<file path="src/rtl/uart_rx_deserializer.sv">
// 8N1 UART receiver: synchronizes rx, samples each bit at its centre and
// emits one byte per good frame with a push strobe or a framing-error strobe.
module uart_rx_deserializer #(
  parameter int CLK_FREQ  = 50_000_000,
  parameter int BAUD_RATE = 115_200,
  parameter int DATA_BITS = 8
) (
  input  logic                 clk,
  input  logic                 arst,
  input  logic                 rx,
  output logic [DATA_BITS-1:0] data_o,
  output logic                 push_o,
  output logic                 frame_err_o,
  output logic                 busy_o
);

  localparam int CLKS_PER_BIT = CLK_FREQ / BAUD_RATE;
  localparam int HALF_BIT     = CLKS_PER_BIT / 2;
  localparam int CW = (CLKS_PER_BIT > 1) ? $clog2(CLKS_PER_BIT) : 1;
  localparam int BW = (DATA_BITS > 1) ? $clog2(DATA_BITS) : 1;

  localparam logic [CW-1:0] HALF_M1 = CW'(HALF_BIT - 1);
  localparam logic [CW-1:0] BIT_M1  = CW'(CLKS_PER_BIT - 1);
  localparam logic [BW-1:0] LAST    = BW'(DATA_BITS - 1);

  if (CLKS_PER_BIT < 4) begin : g_bad_baud
    $error("CLKS_PER_BIT must be at least 4");
  end

  typedef enum logic [2:0] {
    IDLE,
    START,
    DATA,
    STOP,
    WAIT_IDLE
  } state_t;

  state_t state, state_nx;

  logic                 rx_m, rx_s;
  logic [CW-1:0]        cnt;
  logic [BW-1:0]        idx;
  logic [DATA_BITS-1:0] shreg;
  logic                 cnt_clr, idx_clr, take, good, bad;
  logic                 tick_half, tick_bit;

  assign tick_half = (cnt == HALF_M1);
  assign tick_bit  = (cnt == BIT_M1);

  always_ff @(posedge clk or posedge arst) begin
    if (arst) begin
      rx_m <= 1'b1;
      rx_s <= 1'b1;
    end else begin
      rx_m <= rx;
      rx_s <= rx_m;
    end
  end

  always_ff @(posedge clk or posedge arst) begin
    if (arst) state <= IDLE;
    else      state <= state_nx;
  end

  always_comb begin
    state_nx = state;
    cnt_clr  = 1'b0;
    idx_clr  = 1'b0;
    take     = 1'b0;
    good     = 1'b0;
    bad      = 1'b0;
    unique case (state)
      IDLE: begin
        cnt_clr = 1'b1;
        if (!rx_s) state_nx = START;
      end
      START: begin
        if (tick_half) begin
          cnt_clr  = 1'b1;
          idx_clr  = 1'b1;
          state_nx = rx_s ? IDLE : DATA;
        end
      end
      DATA: begin
        if (tick_bit) begin
          cnt_clr = 1'b1;
          take    = 1'b1;
          if (idx == LAST) state_nx = STOP;
        end
      end
      STOP: begin
        if (tick_bit) begin
          cnt_clr = 1'b1;
          if (rx_s) begin
            good     = 1'b1;
            state_nx = IDLE;
          end else begin
            bad      = 1'b1;
            state_nx = WAIT_IDLE;
          end
        end
      end
      WAIT_IDLE: begin
        cnt_clr = 1'b1;
        if (rx_s) state_nx = IDLE;
      end
      default: state_nx = IDLE;
    endcase
  end

  always_ff @(posedge clk or posedge arst) begin
    if (arst) begin
      cnt   <= '0;
      idx   <= '0;
      shreg <= '0;
    end else begin
      cnt <= cnt_clr ? '0 : cnt + 1'b1;
      if (idx_clr)   idx <= '0;
      else if (take) idx <= idx + 1'b1;
      if (take) shreg[idx] <= rx_s;
    end
  end

  // Strobes are registered at the stop-bit sample edge, so busy_o also
  // covers the cycle after the FSM has already returned to IDLE.
  always_ff @(posedge clk or posedge arst) begin
    if (arst) begin
      data_o      <= '0;
      push_o      <= 1'b0;
      frame_err_o <= 1'b0;
    end else begin
      push_o      <= good;
      frame_err_o <= bad;
      if (good) data_o <= shreg;
    end
  end

  assign busy_o = (state != IDLE) | push_o | frame_err_o;

endmodule

</file>
<file path="config.mk">
export PLATFORM = sky130hd
export DESIGN_NAME = uart_rx_deserializer
export DESIGN_NICKNAME = d
export VERILOG_FILES = /design/src/rtl/uart_rx_deserializer.sv
export SDC_FILE = /design/constraint.sdc
export NUM_CORES = 1
export LEC_CHECK = 0
export CORE_MARGIN = 3
export CORE_UTILIZATION = 53
export CTS_BUF_LIST = sky130_fd_sc_hd__clkbuf_8 sky130_fd_sc_hd__clkbuf_16
export DETAILED_ROUTE_END_ITERATION = 6
export PLACE_DENSITY = 0.83
export RECOVER_POWER = 25
export SLEW_MARGIN = 20
export SYNTH_ARGS = -nofsm -noshare
export SYNTH_HDL_FRONTEND = slang
export SYNTH_SLANG_ARGS = --single-unit
</file>
<file path="constraint.sdc">
create_clock -name clk -period 1.9 [get_ports clk]
set_input_delay 0.285 -clock clk [delete_from_list [all_inputs] [get_ports clk]]
set_output_delay 0.285 -clock clk [all_outputs]
set_load 0.005 [all_outputs]
</file>
---- Yosys cells after proc, flatten, opt, wreduce, memory -nomap -nowiden ----
Cells that the tools add are included.
cells by class
  add/subtract/negate cells ............... 2
  $lt $le $gt $ge ......................... 2
  equality and inequality tests ........... 13
  mux-type cells .......................... 26
  bitwise gates (word level) .............. 2
  reductions and logical operators ........ 7
operator list
  kind                                                                          count
  3-bit 2-to-1 mux                                                              9
  3-bit case mux with 5 select lines                                            1
  2-bit inequality test, second input constant                                  6
  1-bit 2-to-1 mux                                                              11
  9-bit by 1-bit adder with 9-bit output, second input constant                 1
  9-bit by 8-bit == test with 1-bit output, second input constant               1
  9-bit == test, second input constant                                          1
  9-bit 2-to-1 mux                                                              1
  8-bit bitwise mux                                                             1
  3-bit by 2-bit == test with 1-bit output, second input constant               2
  3-bit == test, second input constant                                          2
  6-bit AND reduction                                                           1
  3-bit by 4-bit less-than comparator with 1-bit output, second input constant  1
  2-bit OR reduction                                                            2
  3-bit by 1-bit adder with 3-bit output, second input constant                 1
  1-bit demux with 3-bit select                                                 1
  3-bit by 1-bit == test with 1-bit output, second input constant               1
  3-bit by 1-bit >= comparator with 1-bit output, second input constant         1
  3-bit zero test                                                               1
  1-bit case mux with 3 select lines                                            1
  3-bit nonzero test                                                            1
  2-bit 2-to-1 mux                                                              1
  1-bit bitwise OR                                                              2
  2-bit nonzero test                                                            1
  1-bit logical AND                                                             1
storage, ports and cells
  bits in registers ....................... 35
  input port bits ......................... 3
  output and inout port bits .............. 11
  logic and storage cells ................. 61

---- Longest topological paths before layout ----
  word-level depth ........................ 5
  gate-level depth with buffers ........... 7

---- Worst setup path before layout ----
OpenSTA, ideal clock, no wires.
  path kind ............................... flip-flop to flip-flop
  from .................................... register state[2]
  to ...................................... register shreg[3]
  library setup time ...................... 125 ps
  arrival ................................. 1,546 ps
  data required time ...................... 1,775 ps
  slack ................................... 229 ps
  stages on the path, launching flop included .. 6
  cells stage by stage .................... dfrtp_1 buf_6 or3b_1 buf_2 nor4_1 mux2_2
on the way
  longest elaborated chain between the ends .. 2
ends and longest elaborated chain
  item                                      line  RTL
  start, declared                           38    state_t state, state_nx;
  start signal, assigned                    62    else state <= state_nx;
  3-bit by 2-bit == test with 1-bit output  72    unique case (state)
  1-bit 2-to-1 mux                          72
  end signal, assigned by index             120   if (take) shreg[idx] <= rx_s;
  end, declared                             43    logic [DATA_BITS-1:0] shreg;
No other way between the ends.
A chain may end at the register's enable or synchronous reset.

---- Worst setup path in the final report ----
  from .................................... register state[2]
  to ...................................... output busy_o
on the way
  longest elaborated chain between the ends .. 3
ends and longest elaborated chain
  item                            line  RTL
  3-bit nonzero test              138   assign busy_o = (state != IDLE) | push_o | frame_err_o;
  1-bit bitwise OR (2 in series)  138
  end, declared                   14    output logic busy_o
No other way between the ends.

==> impl_metrics.toml <==
[cts]
clock_sinks = 35
cts-root-buf = "clkbuf_8"
insertion_delay_ns = 0.29
ctsLongestPathBuffers = 2
cts_tree = "done"
numCtsBuffers = 5
clk_pin_slew_ns = 0.06
holdBufCountCts = 0
htree_levels = 2

[layout]
nNetsFinal = 184
drive_gt1_share_pct = 24.4
fin_area_sq_um = 2120
num_antenna_cells = 0
syn_to_final_growth_pct = 19.3

[yosys]
syn-num-nets = 163
yosysTopAreaCell = "dfrtp_1"
synth_seq_area_share_pct = 49.4
syn_avg_cell_area_sq_um = 11.5
syn_area_sq_um = 1780
yosysWarnings = 0
synth_top_area_share_pct = 46.5
synthDistinctLibCells = 42
syn_inst = 155
synth_area_leaders = "dfrtp_1 46%, mux2_2 10%, ha_1 3.5%"
ys_ff_latch = 35

[timing]
tightest_slew_ns = 0.850
clock_skew_ns = 0.00762
layout_setup_ws_ns = 0.0833
slew_violations = 0
fmax_ghz = 0.550
fin_hold_ws_ns = 0.359
slew_headroom_pct = 43.4
fin_crit_sh_pct = 95.6
setup_viol = 0
final_hold_viol_count = 0
fin_crit_ns = 1.82

[routing]
wl_per_cell_um = 17.1
drc = 0
vias_per_cell = 6.25
dr.pass1.iters = 4
drtIter0Drc = 119
vias = 1375
wl_um = 3750
drtAntennaViolNets = 0

[run]
drv_cap = 0

[die]
die_h_um = 63.9
row_count = 20
start_util_pct = 56.8
die-area_sq_um = 4080
core_area_sq_um = 3130
ios = 14
die_width_um = 63.9

[placed_design]
placed_area_sq_um = 1990
port_buffers = 13
pre_cts_ws_ns = 0.0382
gp_congestion = 0.882
hpwlAfterDp_um = 2660

[worst_setup_path]
cp.arrival_ns = 1.53
end_kind = "primary output"
crit_path_start = "state[2]$_DFFE_PP0P_"
slowest_delay_ns = 0.45
crit_family = "buffers and inverters"
worst-path-buf-inv = 2
cp-start-kind = "flop"
cp_max_fo = 8
r2r-start = "cnt[1]$_DFF_PP0_"
cp.required_ns = 1.62
path_class = "reg -> out"
slowest_stage = "clkdlybuf4s50_1"
cp_cell_sequence = "buf_4, nor3_1, nand2_1, clkdlybuf4s50_1"

[global_route]
grt_pass1_vias = 1419
grt_use_total_pct = 21.5
grt_max_degree = 36
grt_pass1_wl_um = 6730
grt-ovfl-total = 0
antenna_found_initial = 0

[pwr]
power.density_nw_per_um2 = 659
ir_worst_vdd_v = 0.000489
leakagePower_nw = 0.944

[run_status]
status = "completed"

[hold_path]
min-delay-path-class = "reg -> reg"
worstHoldStart = "rx_m$_DFF_PP1_"
-- routing by layer --
layer  vias to the layer above  routed length, um  GRT usage (%)
met4                         0                116           12.4
met2                        54               1910           34.3
met3                        13                240           5.62
met5                         -                  0              0
li1                        623                  -              -
met1                       685               1480           26.1
-- timing repair --
action	in CTS	in global routing
gates resized for setup	0	2
setup endpoints to repair	0	10
setup buffers	0	1
-- through the flow --
| stage | cells | setup TNS [ns] | utilization [%] | power (W) |
|---|---|---|---|---|
| after detailed placement | 212 | 0 | 63.5 | 0.000790 |
| after CTS | 219 | 0 | 66.8 | 0.00142 |
| after global routing | 220 | -0.00444 | 67.8 | 0.00145 |
| after global placement | 212 | 0 | 63.5 | 0.000789 |
| after floorplan | 155 | 0 | - | 0.000777 |
| final | 220 | 0 | 67.8 | 0.00140 |
-- sequential cells by signal, indices dropped and copies added, names as in the netlist --
signal / cells
push_o: 1
rx_s: 1
data_o: 8
cnt: 9
idx: 3
rx_m: 1
frame_err_o: 1
state: 3
shreg: 8
-- cell usage after synthesis --
master      n
nor4b_1     1
or3_1       3
nor4bb_1    1
and3b_1     1
mux2_2     16
o21ai_0     4
or4_1       2
nor3b_1     5
a211oi_1    4
inv_1       5
a22o_1      1
ha_1        5
dfstp_2     2
xnor2_1     1
buf_4       1
a31oi_1     2
nor4_1      4
and2b_1     1
nor3_4      1
buf_6       1
o211ai_1    1
buf_1       2
o31ai_1     4
dfrtp_1    33
nand4_1     8
a21oi_1     4
nand2_1     4
a31o_2      1
or3b_1      1
nor2b_1     1
nor2_1      3
xor2_1      2
nor4_2      1
nand4b_4    1
nand4bb_1   2
and4b_1     1
nand4b_1    2
nor3_1      7
clkbuf_1    1
nand3b_1    3
buf_2       7
nand3_1     5
-- cell usage in the layout (no fill, tap or decap), drive strengths merged, types with 3 or more instances in the layout --
cell type      netlist  final
o31ai                4      4
nand4b               3      3
o21ai                4      4
nand3b               3      3
nor4                 5      5
dfrtp               33     33
nand4                8      8
nor3b                5      5
ha                   5      5
nand2                4      4
nor2                 3      3
mux2                16     16
a21oi                4      4
or3                  3      3
inv                  5      6
nor3                 8      8
a211oi               4      4
clkdlybuf4s50        0     11
nand3                5      5
buf                 11     12
clkbuf               1      6
-- logic make-up (layout without fill, tap and decap cells) --
kind of cell,Yosys count,in the layout,synth area share [%]
AOI/OAI and AO/OA,21,21,7.75
xor gates and xnor gates,3,3,1.48
muxes,16,16,10.1
buffers and inverters,17,38,4.72
and+or+nand+nor,58,58,23.0
adders and majority gates,5,5,3.52
DFF,35,35,49.4
-- power breakdown --
| part | internal [W] | total, W | switching, W |
|---|---|---|---|
| sequential | 0.000749 | 0.000751 | 0.00000132 |
| clock | 0.000379 | 0.000623 | 0.000244 |
| combinational | 0.00000524 | 0.0000242 | 0.0000190 |
-- cell type report --
| cell class | count | area (sq um) |
|---|---|---|
| Multi-Input combinational cell | 103 | 827 |
| Clock buffer | 5 | 68.8 |
| Clock inverter | 2 | 33.8 |
| Fill cell | 233 | 1010 |
| Tap cell | 44 | 55.1 |
| Sequential cell | 35 | 878 |
| Inverter | 5 | 18.8 |
| Timing Repair Buffer | 26 | 238 |
-- worst paths after layout --
check                                         to  slack, ns  cells after the start
hold / removal                    rx_s$_DFF_PP1_       0.36                      0
hold reg to reg                   rx_s$_DFF_PP1_       0.36                      0
setup / recovery                          busy_o       0.08                      4
max in group asynchronous       cnt[6]$_DFF_PP0_       0.67                      3
setup reg to reg           data_o[3]$_DFFE_PP0P_       0.10                      6
min in group asynchronous   shreg[4]$_DFFE_PP0P_       0.70                      3
Power figures use the tool's default switching activity.
